<file path="config.mk">
export PLATFORM = sky130hd
export DESIGN_NAME = dmem_arbiter
export DESIGN_NICKNAME = d
export VERILOG_FILES = /design/src/rtl/dmem_arbiter.sv
export SDC_FILE = /design/constraint.sdc
export NUM_CORES = 1
export LEC_CHECK = 0
export ABC_AREA = 0
export CORE_AREA = 2 2 120 122
export CTS_CLUSTER_SIZE = 28
export DETAILED_ROUTE_END_ITERATION = 6
export DIE_AREA = 0 0 122 124
export GPL_TIMING_DRIVEN = 0
export SKIP_CTS_REPAIR_TIMING = 1
export SYNTH_ARGS = -nofsm -noshare
export SYNTH_HDL_FRONTEND = slang
export SYNTH_SLANG_ARGS = --single-unit
</file>
<file path="constraint.sdc">
create_clock -name clk -period 2 [get_ports clk]
set_input_delay 0.2 -clock clk [delete_from_list [all_inputs] [get_ports clk]]
set_output_delay 0.2 -clock clk [all_outputs]
set_load 0.02 [all_outputs]
</file>
<file path="src/rtl/dmem_arbiter.sv">
// Two-requester data-memory arbiter: core load/store path vs. DMA/loader port.
// Optional macro ARB_STATS_EN adds a saturating core stall-cycle counter on stall_cycles.
module dmem_arbiter #(
  parameter int ADDR_W    = 32,
  parameter int DATA_W    = 32,
  parameter int MAX_BURST = 4
) (
  input  logic              clk,
  input  logic              rst,
  input  logic              core_req,
  input  logic              core_we,
  input  logic [ADDR_W-1:0] core_addr,
  input  logic [DATA_W-1:0] core_wdata,
  output logic [DATA_W-1:0] core_rdata,
  output logic              core_stall,
  input  logic              dma_req,
  input  logic              dma_we,
  input  logic [ADDR_W-1:0] dma_addr,
  input  logic [DATA_W-1:0] dma_wdata,
  output logic [DATA_W-1:0] dma_rdata,
  output logic              dma_gnt,
  output logic              mem_we,
  output logic [ADDR_W-1:0] mem_addr,
  output logic [DATA_W-1:0] mem_wdata,
  input  logic [DATA_W-1:0] mem_rdata,
  output logic [15:0]       stall_cycles
);

  localparam logic [3:0] MAX_BURST_C = 4'(MAX_BURST);

  typedef enum logic {
    OWN_CORE = 1'b0,
    OWN_DMA  = 1'b1
  } owner_e;

  // Arbitration state, kept in one struct so checkers can bind to state_q.
  typedef struct packed {
    owner_e     last_owner;
    logic [3:0] burst_cnt;
  } arb_state_t;

  arb_state_t state_q, state_d;
  logic       core_gnt;
  logic       dma_win;

  // State register; reset leaves DMA as last owner with an exhausted burst
  // so the first contention goes to the core.
  always_ff @(posedge clk or posedge rst) begin
    if (rst) begin
      state_q.last_owner <= OWN_DMA;
      state_q.burst_cnt  <= MAX_BURST_C;
    end else begin
      state_q <= state_d;
    end
  end

  // Grant decode: combinational, zero-cycle, suppressed while in reset.
  always_comb begin
    core_gnt = 1'b0;
    dma_win  = 1'b0;
    if (!rst) begin
      if (core_req && dma_req) begin
        if (state_q.last_owner == OWN_DMA && state_q.burst_cnt >= MAX_BURST_C) begin
          core_gnt = 1'b1;
        end else begin
          dma_win = 1'b1;
        end
      end else begin
        core_gnt = core_req;
        dma_win  = dma_req;
      end
    end
  end

  // Next-state logic
  always_comb begin
    state_d = state_q;
    if (core_gnt) begin
      state_d.last_owner = OWN_CORE;
      state_d.burst_cnt  = 4'd0;
    end else if (dma_win) begin
      if (state_q.last_owner == OWN_DMA) begin
        state_d.burst_cnt = (state_q.burst_cnt >= MAX_BURST_C) ? MAX_BURST_C
                                                               : state_q.burst_cnt + 4'd1;
      end else begin
        state_d.burst_cnt = 4'd1;
      end
      state_d.last_owner = OWN_DMA;
    end else begin
      state_d.burst_cnt = 4'd0;
    end
  end

  // Output steering: the winner owns the memory port; all-zero when idle.
  always_comb begin
    core_stall = core_req & ~core_gnt & ~rst;
    dma_gnt    = dma_win;
    mem_we     = 1'b0;
    mem_addr   = '0;
    mem_wdata  = '0;
    core_rdata = '0;
    dma_rdata  = '0;
    if (core_gnt) begin
      mem_we     = core_we;
      mem_addr   = core_addr;
      mem_wdata  = core_wdata;
      core_rdata = mem_rdata;
    end else if (dma_win) begin
      mem_we     = dma_we;
      mem_addr   = dma_addr;
      mem_wdata  = dma_wdata;
      dma_rdata  = mem_rdata;
    end
  end

`ifdef ARB_STATS_EN
  logic [15:0] stall_cnt_q, stall_cnt_d;

  always_comb begin
    stall_cnt_d = stall_cnt_q;
    if (core_stall && stall_cnt_q != 16'hFFFF) begin
      stall_cnt_d = stall_cnt_q + 16'd1;
    end
  end

  always_ff @(posedge clk or posedge rst) begin
    if (rst) begin
      stall_cnt_q <= 16'd0;
    end else begin
      stall_cnt_q <= stall_cnt_d;
    end
  end

  assign stall_cycles = stall_cnt_q;
`else
  assign stall_cycles = 16'd0;
`endif

endmodule
</file>
==> impl_results.md <==
* TritonCTS buffer count at 3
* Crit path max-delay family: flip-flops
* Final standard cell count with taps included and fillers excluded at 690
* Proportion of synthesized flip-flops having asynchronous set or reset at 100%
* Total of buffers placed on input and output ports at 296
* Cell type with the highest occurrence count on the critical path: sky130_fd_sc_hd__buf_6
* Area of the die at 0.0151 mm²
* Die span in y at 124 µm
* Path type of the worst min-delay path: in2async
* Antenna Nets Post-Route at 0
* Register Area at 128 µm²
* Post-synthesis compound-gate area fraction at 43.0%
* Standard cell with the maximum stage delay on the critical path: sky130_fd_sc_hd__dfstp_2
* Gate count after technology mapping at 187
* Mapped Avg Cell Area at 7.69 µm²
* Area added between synthesis and finish at 219%
* Endpoint arrival time on the critical path at 1.80 ns
* TritonRoute pass-1 iters at 4
* Post-layout util at 33.5%
* Routed via count at 2643
* Largest register FFs at 5
* Max FO, Critical Path at 7
* Setup repair after global routing missed its margin: yes
* Required time of the worst setup path at 1.80 ns
* First-pass GRT wire length at 14.3 mm
* Final count of negative-setup-slack endpoints at 0
* Max-Cap Viols at 0
* Worst R2R Path Depth at 5
* FF-to-FF Start: state_q[4]
* Overall track demand over capacity in global routing at 11.9%
* Reg with most FFs: state_q
* TritonCTS clock tree: built
* Post-place instance area at 0.00469 mm²
* Total wire length at 10.3 mm
* CTS sink count at 5
* Simple-gate area share of the yosys netlist at 30.5%
* Most frequent cells after synthesis: sky130_fd_sc_hd__a22o_1 (65), sky130_fd_sc_hd__and2_1 (65), sky130_fd_sc_hd__buf_4 (19), sky130_fd_sc_hd__buf_2 (15)
* Endpoint class of the critical path: output pin
* Adder-cell share of the synthesized area at 0.870%
* Fraction of power spent switching nets at 36.2%
* Count of warnings emitted by yosys at 0
* Clock slew at reported path FFs at 0.03 ns
* Number of antenna violations at the first check in global routing at 0
* Clock network fraction of design power at 21.4%
* Pwr per Cell Area at 339 mW/mm²
* Area of the multi-input gates at 0.00120 mm²
* Mapped Area at 0.00144 mm²
* Cell internal power dissipation at 991 µW
* Last weighted congestion value of the routability-driven placer at 0.852
* Sequential element share of the synthesized area at 8.87%
* Largest family of logic cells by synthesized area: compound AO/OA/AOI/OAI gates
* Cell accounting for the most synthesized area: sky130_fd_sc_hd__a22o_1
* Distinct cell type count of the synthesized netlist at 19
* Hold Violations, Final at 0
* Insertion delay to the later sink of the worst-skew pair at 0.23 ns
* Count of pins on the block boundary at 313
* Area of the core at 0.0137 mm²
* Maximum level of the CTS H-tree at 1
* Final setup TNS at 0 ns
* Largest stage delay on the critical path at 0.56 ns
* Worst reg-to-reg setup slack at 0.58 ns
* Diode count at 0
* Share of the clock period used by the worst path at 99.8%
* Post-layout min period at 2.00 ns
* Area of all placed cells without fillers at 0.00459 mm²
* Cells taking the most area after synthesis: sky130_fd_sc_hd__a22o_1 (40%), sky130_fd_sc_hd__and2_1 (28%), sky130_fd_sc_hd__buf_4 (9.9%)
* Largest registers in the final layout: state_q (5)
* Proportion of power drawn by combinational gates at 70.9%
* Number of design-rule violations left by the first detailed-router iteration at 95
* Starting Density at 10.5%
* Placed wire-length estimate at 8.55 mm
* Post-synth EDFFs at 0
* Startpoint class of the critical path: flop
* Net switching power at 563 µW
* Portion of synthesized cell area occupied by the leading cell type at 39.6%
* Buffers and inverters on the worst path at 4
* Sum of overflow across all layers after global routing at 0
* Remaining DRCs at 0
* Leak at 2.26 nW
* Ys flop type: sky130_fd_sc_hd__dfrtp_1
* Ordered cell list for the critical path: o21ai_4 > a211oi_4 > buf_6 > buf_8 > buf_6 > and2_4 > buf_6
* Placed insts at 679
* Endpoint of the lowest-slack register-to-register path: state_q[0]
* Final layout net count at 678
* Ratio of cells with drive above 1 in the final layout at 39.0%
* Sequential Power Share at 7.7%
* Portion of netlist area occupied by mux cells at 0%
* Horizontal die dimension at 122 µm
* Routed wirelength normalized by instance count at 15.0 µm
* FF+latch count, synth at 5
* Number of global-route vias before repair at 2715
* Filler cell count in the final layout at 1452
* Vias per inst at 3.83
* Achievable Freq at 0.501 GHz
* Worst IR drop on VDD at 0.000401 V
* Maximum number of pins on one net before global-route repair at 11
* Overall power after layout at 1.55 mW
* CTS Buffer Depth at 2
* Floorplan row count at 43
* Kind of critical path: reg2out
* Outcome: finished, final reports clean
* Number of max-slew violations in the final report at 0
* Root buffer selected by CTS: sky130_fd_sc_hd__clkbuf_16
* Worst clock skew on the final layout at 0.000196 ns
* Xor/xnor share of the synthesized area at 0%
## per-layer routing
layer	vias up	track usage, %	wire (µm)
met5	-	0	0
met4	0	3.23	166
met3	14	3.02	733
met2	125	21.6	5470
met1	1205	13.8	3960
li1	1299	-	-
## worst max-delay path by stage
stage / to / start / slack (ns) / depth (start not counted)
finish: core_rdata[7] / state_q[4] / 0.004 / 7
global route: core_rdata[22] / state_q[4] / -0.06 / 6
CTS: core_rdata[14] / state_q[4] / -0.91 / 6
detailed placement: dma_rdata[7] / dma_req / -0.79 / 7
global placement: dma_rdata[7] / dma_req / -0.71 / 7
floorplan: core_rdata[10] / state_q[4] / 0.25 / 5
## power by group through the flow
stage	Clock, mW	Combinational (mW)	Sequential, mW
after global routing	0.340	1.17	0.120
final	0.333	1.10	0.119
after detailed placement	0	1.13	0.119
after CTS	0.332	1.14	0.118
after floorplan	0	0.455	0.117
after global placement	0	1.12	0.119
## area by class of cell
| class | count | share of cell area [%] |
|---|---|---|
| multi-input cells | 159 | 26.1 |
| well taps | 180 | 4.91 |
| plain buffers | 37 | 7.80 |
| inverters | 2 | 0.164 |
| clock buffers | 4 | 1.72 |
| repair buffers | 303 | 56.5 |
| flip-flops and latches | 5 | 2.78 |
## through the flow
stage          setup slack, ns  hold WS (ns)
2_1_floorplan            0.253       -0.0229
4_1_cts                 -0.914         0.308
3_3_place_gp            -0.714         0.476
6_report               0.00419       0.00577
5_1_grt                -0.0606        0.0374
3_5_place_dp            -0.786         0.484
## cell usage in the layout, fill, tap and decap left out
cell,instances
sky130_fd_sc_hd__conb_1,17
sky130_fd_sc_hd__a211oi_4,1
sky130_fd_sc_hd__inv_1,2
sky130_fd_sc_hd__a22o_1,65
sky130_fd_sc_hd__clkdlybuf4s50_1,164
sky130_fd_sc_hd__dfrtp_1,3
sky130_fd_sc_hd__o21a_1,1
sky130_fd_sc_hd__clkbuf_4,2
sky130_fd_sc_hd__nor2_1,3
sky130_fd_sc_hd__ha_1,1
sky130_fd_sc_hd__nor2b_4,1
sky130_fd_sc_hd__buf_12,1
sky130_fd_sc_hd__buf_8,2
sky130_fd_sc_hd__buf_2,15
sky130_fd_sc_hd__buf_6,38
sky130_fd_sc_hd__dfstp_2,2
sky130_fd_sc_hd__dlymetal6s2s_1,3
sky130_fd_sc_hd__and3_1,1
sky130_fd_sc_hd__and2_1,47
sky130_fd_sc_hd__clkbuf_1,1
sky130_fd_sc_hd__and2_4,18
sky130_fd_sc_hd__o31ai_1,1
sky130_fd_sc_hd__o311a_1,1
sky130_fd_sc_hd__clkbuf_2,70
sky130_fd_sc_hd__clkbuf_16,4
sky130_fd_sc_hd__o21ai_4,1
sky130_fd_sc_hd__and4_1,1
sky130_fd_sc_hd__buf_4,44
## logic make-up after synthesis
| logic type | after synthesis |
|---|---|
| simple gates | 71 |
| compound gates | 70 |
| buf+inv | 39 |
| flops | 5 |
| fa+ha+maj | 1 |
| other cells | 1 |
Note: power is estimated with default switching activity, not from simulation.
